`src/rtl/key_led_pkg.sv`:
```
// Shared definitions for the key-to-LED controller: channel mode encoding
// and the per-channel LED selection rule.
package key_led_pkg;

    typedef logic [1:0] mode_t;

    localparam mode_t MODE_DIRECT     = 2'b00;
    localparam mode_t MODE_TOGGLE     = 2'b01;
    localparam mode_t MODE_BLINK      = 2'b10;
    localparam mode_t MODE_HOLD_BLINK = 2'b11;

    // LED-on decision for one channel, before output polarity is applied.
    function automatic logic led_sel(input mode_t m, input logic db,
                                     input logic tf, input logic phase);
        logic on;
        case (m)
            MODE_DIRECT: on = db;
            MODE_TOGGLE: on = tf;
            MODE_BLINK:  on = tf & phase;
            default:     on = db & phase;
        endcase
        return on;
    endfunction

    // Only modes that use the toggle flag let a press invert it.
    function automatic logic mode_uses_tf(input mode_t m);
        return (m == MODE_TOGGLE) || (m == MODE_BLINK);
    endfunction

endpackage

```
`src/rtl/key_led_ctrl_debounce.sv`:
```
// One key channel: two-flop synchroniser, stability counter and a
// registered single-cycle pulse on each accepted press.
module key_debounce #(
    parameter int DB_CYCLES      = 1000000,
    parameter bit KEY_ACTIVE_LOW = 1'b1
) (
    input  logic sys_clk,
    input  logic sys_rst,
    input  logic i_key,
    output logic o_db,
    output logic o_press
);

    localparam int                 CNT_W    = $clog2(DB_CYCLES);
    localparam logic [CNT_W-1:0]   CNT_LAST = CNT_W'(DB_CYCLES - 1);
    // Pin level when the key is not pressed; the synchroniser rests here.
    localparam logic               RELEASED = logic'(KEY_ACTIVE_LOW);

    logic             r_sync1;
    logic             r_sync2;
    logic             r_db;
    logic             r_db_d;
    logic             r_press;
    logic [CNT_W-1:0] r_cnt;
    logic             w_sample;

    // Normalise so that 1 always means pressed.
    assign w_sample = r_sync2 ^ RELEASED;

    // Bring the asynchronous pin into the clock domain.
    always_ff @(posedge sys_clk) begin
        if (sys_rst) begin
            r_sync1 <= RELEASED;
            r_sync2 <= RELEASED;
        end else begin
            r_sync1 <= i_key;
            r_sync2 <= r_sync1;
        end
    end

    // Accept a new level only after it has differed for DB_CYCLES cycles.
    always_ff @(posedge sys_clk) begin
        if (sys_rst) begin
            r_db  <= 1'b0;
            r_cnt <= '0;
        end else if (w_sample == r_db) begin
            r_cnt <= '0;
        end else if (r_cnt == CNT_LAST) begin
            r_db  <= w_sample;
            r_cnt <= '0;
        end else begin
            r_cnt <= r_cnt + 1'b1;
        end
    end

    // Pulse one cycle after the debounced level rises; releases are silent.
    always_ff @(posedge sys_clk) begin
        if (sys_rst) begin
            r_db_d  <= 1'b0;
            r_press <= 1'b0;
        end else begin
            r_db_d  <= r_db;
            r_press <= r_db & ~r_db_d;
        end
    end

    assign o_db    = r_db;
    assign o_press = r_press;

endmodule

```
`src/rtl/key_led_ctrl.sv`:
```
// Multi-channel key-to-LED controller: per-channel debounce, toggle flag and
// mode-selected LED drive, with one blink timer shared by all channels.
module key_led_ctrl
    import key_led_pkg::*;
#(
    parameter int NUM_CH          = 4,
    parameter int DB_CYCLES       = 1000000,
    parameter int BLINK_HALF      = 12500000,
    parameter bit KEY_ACTIVE_LOW  = 1'b1,
    parameter bit LED_ACTIVE_HIGH = 1'b1
) (
    input  logic                  sys_clk,
    input  logic                  sys_rst,
    input  logic [NUM_CH-1:0]     key,
    input  logic [2*NUM_CH-1:0]   mode,
    output logic [NUM_CH-1:0]     led,
    output logic [NUM_CH-1:0]     key_press
);

    localparam int              BL_W    = $clog2(BLINK_HALF);
    localparam logic [BL_W-1:0] BL_LAST = BL_W'(BLINK_HALF - 1);
    // XOR mask that turns "lit" into the pin level.
    localparam logic [NUM_CH-1:0] LED_INV = {NUM_CH{~logic'(LED_ACTIVE_HIGH)}};

    logic [NUM_CH-1:0] w_db;
    logic [NUM_CH-1:0] w_press;
    logic [NUM_CH-1:0] w_led_on;
    logic [NUM_CH-1:0] r_tf;
    logic [NUM_CH-1:0] r_led;
    logic [BL_W-1:0]   r_blink_cnt;
    logic              r_phase;

    for (genvar g = 0; g < NUM_CH; g++) begin : g_ch
        key_debounce #(
            .DB_CYCLES      (DB_CYCLES),
            .KEY_ACTIVE_LOW (KEY_ACTIVE_LOW)
        ) u_db (
            .sys_clk (sys_clk),
            .sys_rst (sys_rst),
            .i_key   (key[g]),
            .o_db    (w_db[g]),
            .o_press (w_press[g])
        );
    end

    // Free-running blink timer; phase flips on every wrap (0 = dark).
    always_ff @(posedge sys_clk) begin
        if (sys_rst) begin
            r_blink_cnt <= '0;
            r_phase     <= 1'b0;
        end else if (r_blink_cnt == BL_LAST) begin
            r_blink_cnt <= '0;
            r_phase     <= ~r_phase;
        end else begin
            r_blink_cnt <= r_blink_cnt + 1'b1;
        end
    end

    // Toggle flags invert on a press only in toggle/blink modes, else hold.
    always_ff @(posedge sys_clk) begin
        if (sys_rst) begin
            r_tf <= '0;
        end else begin
            for (int i = 0; i < NUM_CH; i++) begin
                if (w_press[i] && mode_uses_tf(mode[2*i +: 2])) begin
                    r_tf[i] <= ~r_tf[i];
                end
            end
        end
    end

    // Per-channel LED selection by mode.
    always_comb begin
        w_led_on = '0;
        for (int i = 0; i < NUM_CH; i++) begin
            w_led_on[i] = led_sel(mode[2*i +: 2], w_db[i], r_tf[i], r_phase);
        end
    end

    // Register the LED pins with polarity applied; reset shows unlit.
    always_ff @(posedge sys_clk) begin
        if (sys_rst) begin
            r_led <= LED_INV;
        end else begin
            r_led <= w_led_on ^ LED_INV;
        end
    end

    assign led       = r_led;
    assign key_press = w_press;

endmodule

```
`config.mk`:
```
export PLATFORM = sky130hd
export DESIGN_NAME = key_led_ctrl
export DESIGN_NICKNAME = d
export VERILOG_FILES = /design/src/rtl/key_led_pkg.sv /design/src/rtl/key_led_ctrl_debounce.sv /design/src/rtl/key_led_ctrl.sv
export SDC_FILE = /design/constraint.sdc
export NUM_CORES = 1
export LEC_CHECK = 0
export ABC_AREA = 1
export CAP_MARGIN = 20
export CORE_ASPECT_RATIO = 0.9
export CORE_UTILIZATION = 55
export CTS_CLUSTER_DIAMETER = 200
export CTS_CLUSTER_SIZE = 24
export DETAILED_ROUTE_END_ITERATION = 10
export PLACE_DENSITY = 0.78
export RECOVER_POWER = 50
export SYNTH_ARGS = -nofsm -noshare
export SYNTH_HDL_FRONTEND = slang
export SYNTH_HIERARCHICAL = 1
export SYNTH_SLANG_ARGS = --single-unit
```
`constraint.sdc`:
```
create_clock -name sys_clk -period 1.3 [get_ports sys_clk]
set_input_delay 0.13 -clock sys_clk [delete_from_list [all_inputs] [get_ports sys_clk]]
set_output_delay 0.13 -clock sys_clk [all_outputs]
set_load 0.005 [all_outputs]
```
* Word level (Yosys, flattened, before mapping)
Index checks and enable logic that the tools add are counted.
Word-level totals: logic and storage cells 107, output and inout bits 8, register bits after elaboration 133, bits of input ports 14
Operators by class: add/sub/neg operators 5, bitwise gates (word level) 29, reduce and logical (&&, ||, !) cells 21, eq/ne operators 17, muxes and demuxes 4
Operators with widths (number):
- $add A20 B1 Y20 const B | 4
- $eq A20 B20 Y1 const B | 4
- $add A24 B1 Y24 const B | 1
- $eq A24 B24 Y1 const B | 1
- $not A1 Y1 | 17
- $and A1 B1 Y1 | 12
- $pmux W1 S3 | 4
- $reduce_or A3 Y1 | 4
- $eq A2 B1 Y1 const B | 4
- $eq A2 B2 Y1 const B | 4
- $logic_not A2 Y1 | 4
- $reduce_and A2 Y1 | 4
- $eq A1 B1 Y1 | 4
- $logic_and A1 B1 Y1 | 4
- $logic_or A1 B1 Y1 | 4
- $reduce_or A2 Y1 | 1

* Logic depth before layout (Yosys ltp)
word-level depth 4, gate-level depth with buffers 9, mapped depth without buffers 9

* Hierarchy
Netlist, hierarchy kept.
By module, submodules not included:
- key_debounce | area each 1206.2 µm², times used 4, seq. area each 500.5 µm², cells an instance 163
- key_led_ctrl | area each 1856.8 µm², times used 1, seq. area each 660.6 µm², cells an instance 265

* Worst setup path before layout
Ideal clock, no wire load.
path kind reg-to-reg, start point reg g_ch[0].u_db.r_cnt[0], end point reg g_ch[0].u_db.r_cnt[12], path buffers 1, required time 1.185 ns, library setup time 0.115 ns, arrival time 1.251 ns, cell stages (with the launch flop) 8, clock period less this slack 1.366 ns, path slack -0.066 ns, path through dfxtp_1 > ha_1 > nand3_2 > nor2_2 > nand3_2 > nand2_4 > buf_12 > nor2_2
Between the ends: cells in the longest elaborated chain, start to end 2, elaborated cells on any way between the ends 3, those cells by class add/sub (1); eq/ne (1); reduce/logical (1)
Ends and longest elaborated chain:
- start, declared | line key_led_ctrl_debounce.sv:24 | logic [CNT_W-1:0] r_cnt;
- start signal, assigned | line key_led_ctrl_debounce.sv:52 | r_cnt <= r_cnt + 1'b1;
- parallel branches: the longest is 2 deep, another holds $add A20 B1 Y20
Several ways; the timed one is not identified. A chain may end at the register's enable or synchronous reset.

* Worst setup path after layout
start point reg r_blink_cnt[0], end point reg r_blink_cnt[18]
Between the ends: cells in the longest elaborated chain, start to end 2, elaborated cells on any way between the ends 3, those cells by class add/sub (1); eq/ne (1); reduce/logical (1)
Ends and longest elaborated chain:
- start, declared | line key_led_ctrl.sv:30 | logic [BL_W-1:0] r_blink_cnt;
- start signal, assigned | line key_led_ctrl.sv:55 | r_blink_cnt <= r_blink_cnt + 1'b1;
- parallel branches: the longest is 2 deep, another holds $add A24 B1 Y24
Several ways; the timed one is not identified.

==> flow_summary.yaml <==
routing:
  dr.pass1.iters: 5
  vias_per_cell: 5.30
  drcViolationCount: 0
  detail-route-antenna-nets: 0
  num_vias: 6547
  dr_wl_met3_um: 951
  met1_length_mm: 7.57
  wl_per_cell_um: 14.9
  highest_layer: "met4"
  wl_met2_mm: 9.35
  wirelength_mm: 18.4
  drt_iter0_markers: 589
finish:
  drive_gt1_share_pct: 38.7
  final_cell_mix: "188 x nand2_1, 111 x nor2_1, 90 x buf_4"
  syn_to_final_growth_pct: 41.2
  fin_area_um2: 9440
  diodes: 0
  final_common_cell: "nand2_1"
  nets: 1097
  final_cells: 1235
  fin_util_pct: 81.2
global_route:
  grt_pass1_vias: 5757
  grt_start_max_net_pins: 19
  antenna_found_initial: 0
  grt_overflow_total: 0
  grt_usage_pct: 25.2
  grt_pass1_wl_mm: 25.6
synth:
  synth.distinct_cells: 27
  syn_area_per_cell_um2: 7.29
  syn_inst: 917
  ys_seq_elements: 133
  netlist_area_um2: 6680
  syn_nets: 948
  ys_seq_area_share_pct: 39.9
  yosysWarnings: 6
sta:
  rsz0062_at_grt: "yes"
  setup_viol: 42
  fmax_mhz: 712
  worst_slew_pin_slew_ns: 0.776
  hold-worst-slack_ns: 0.263
  hold_violations: 0
  slew_violations: 0
  tns_ns: -2.80
  final_min_period_over_clock_period_pct: 108
  fin_skew_ns: 0.00634
  fin_crit_ns: 1.40
  slew_headroom_pct: 48.2
  setup_ws_ns: -0.104
hold_path:
  hold_path_end: "g_ch[3].u_db/r_sync1"
  whs_path_depth: 2
  worstHoldStart: "key[3]"
  hold_path.class: "in2reg"
power:
  leakage_nw: 3.39
  internal_power_mw: 7.50
  clkPwrFrac_pct: 53.2
  p_total_mw: 9.51
  switchingPower_mw: 2.01
  comb_power_share_pct: 3.6
  ir_drop_uv: 964
  swShare_pct: 21.1
  seq_power_share_pct: 43.2
  powerDensity_nw_per_um2: 1010
floorplan:
  start_util_pct: 57.5
  die_h_um: 107
  fp-row-count: 37
  boundaryPins: 22
  die_area_um2: 12600
  fp.dieW_um: 118
  core_um2: 11600
place:
  placed_cell_area_um2: 7720
  pre_cts_ws_ns: -0.280
  dp_hpwl_mm: 9.93
  place_congestion: 0.856
  numPortBuffers: 21
  dp_cells: 1176
critical_path:
  endpoint_kind: "register"
  rr_startpoint: "r_blink_cnt[0]"
  reg2reg_slack_ns: -0.10
  slowest_delay_ns: 0.36
  crit_arrival_ns: 1.72
  slowest_stage: "dfxtp_2"
  critPathMaxFanout: 5
  cp-start-kind: "register"
  worstPathCellList: "ha_4 -> nand2_4 -> nor2_4 -> nand2_2 -> nand3b_4 -> buf_12 -> nand2_8 -> nor2_2"
  worstSetupPathType: "reg2reg"
  reg2reg_depth: 8
  required_ns: 1.62
  r2r_end: "r_blink_cnt[18]"
flow_run:
  drv_cap: 0
clock_tree:
  clk_pin_slew_worst_paths_ns: 0.06
  htree_levels: 4
  clockBufferDepth: 2
  clkSinkCount: 133
  numCtsBuffers: 17
  worstSkewPairLatency_ns: 0.43
  ctsHoldBuffers: 0
  cts_root_buffer: "clkbuf_16"
  cts_tree: "built"
run_status:
  violations: "setup timing"
  outcome: "finished with violations"
==> cells by family after synthesis <==
kind of cell             Yosys count  share of synthesized area, %
AO/OA/AOI/OAI                     69                          5.66
XOR/XNOR                          48                          6.29
adder cells (fa/ha/maj)           17                          3.18
buffers and inverters             94                          6.48
flip-flops                       133                          39.9
AND/OR/NAND/NOR                  556                          38.5
==> Yosys cell counts <==
master / instances / area, um^2
a21oi_1: 42 / 210
a21oi_2: 4 / 35.0
and2_1: 6 / 37.5
buf_12: 4 / 80.1
buf_6: 2 / 22.5
clkbuf_1: 1 / 3.75
dfxtp_1: 133 / 2660
ha_1: 17 / 213
inv_1: 87 / 327
nand2_1: 203 / 762
nand2_2: 5 / 31.3
nand2_4: 5 / 56.3
nand3_1: 49 / 245
nand3_2: 13 / 130
nand3b_1: 5 / 37.5
nand3b_4: 1 / 20.0
nand4_1: 8 / 50.1
nor2_1: 169 / 634
nor2_2: 57 / 357
nor2_4: 2 / 22.5
nor3_1: 12 / 60.1
o21ai_0: 16 / 80.1
o21bai_1: 7 / 52.6
or2_0: 9 / 56.3
or2_2: 12 / 75.1
xnor2_1: 19 / 166
xor2_1: 29 / 254
==> metal layers <==
layer	up-vias	track usage [%]
met5	-	0
met4	0	10.1
met3	52	5.47
met2	226	42.5
met1	3084	31.4
li1	3185	-
==> worst max path at each step <==
stage	startpoint	to	slack (ns)	cells past startpoint
6_report	r_blink_cnt[0]	r_blink_cnt[18]	-0.10	8
5_1_grt	r_blink_cnt[17]	r_blink_cnt[19]	-0.18	6
4_1_cts	r_blink_cnt[1]	r_blink_cnt[19]	-0.09	8
3_5_place_dp	sys_rst	g_ch[0].u_db/r_cnt[2]	-0.28	7
3_3_place_gp	sys_rst	g_ch[2].u_db/r_cnt[2]	-0.20	7
2_1_floorplan	r_blink_cnt[1]	r_blink_cnt[10]	0.004	8
==> state kept, by name, summed over array words and instances, names as in the netlist <==
register	cells
g_ch.u_db/o_db	4
g_ch.u_db/o_press	4
g_ch.u_db/r_cnt	80
g_ch.u_db/r_db_d	4
g_ch.u_db/r_sync1	4
g_ch.u_db/r_sync2	4
led	4
r_blink_cnt	24
r_phase	1
r_tf	4
==> power groups by stage <==
| stage | Combinational (mW) | Sequential, mW | Clock, mW |
|---|---|---|---|
| after CTS | 0.274 | 4.12 | 5.10 |
| final | 0.340 | 4.11 | 5.06 |
| after floorplan | 0.137 | 4.20 | 0 |
| after global placement | 0.241 | 4.20 | 0 |
| after global routing | 0.365 | 4.11 | 5.29 |
| after detailed placement | 0.249 | 4.20 | 0 |
==> layout make-up <==
cell class,count,area (um^2)
tap,156,195
sequential,133,2740
timing repair buffer,127,1080
clock inverter,13,181
fill,687,2180
clock buffer,19,443
multi-input combinational,700,4460
inverter,87,327
==> critical path, delay by kind of cell (launching register included) <==
family,cells,cell delay [ns]
fa+ha+maj,1,0.15
buf+inv,1,0.17
flops,1,0.36
simple gates,6,0.62
==> repair_timing <==
item,in CTS,in global routing
gates resized for setup,42,212
buffers inserted,2,15
pin swaps,13,66
gates cloned,2,8
hold endpoints to repair,0,0
setup endpoints to repair,82,109
(Power assumes the default switching activity.)
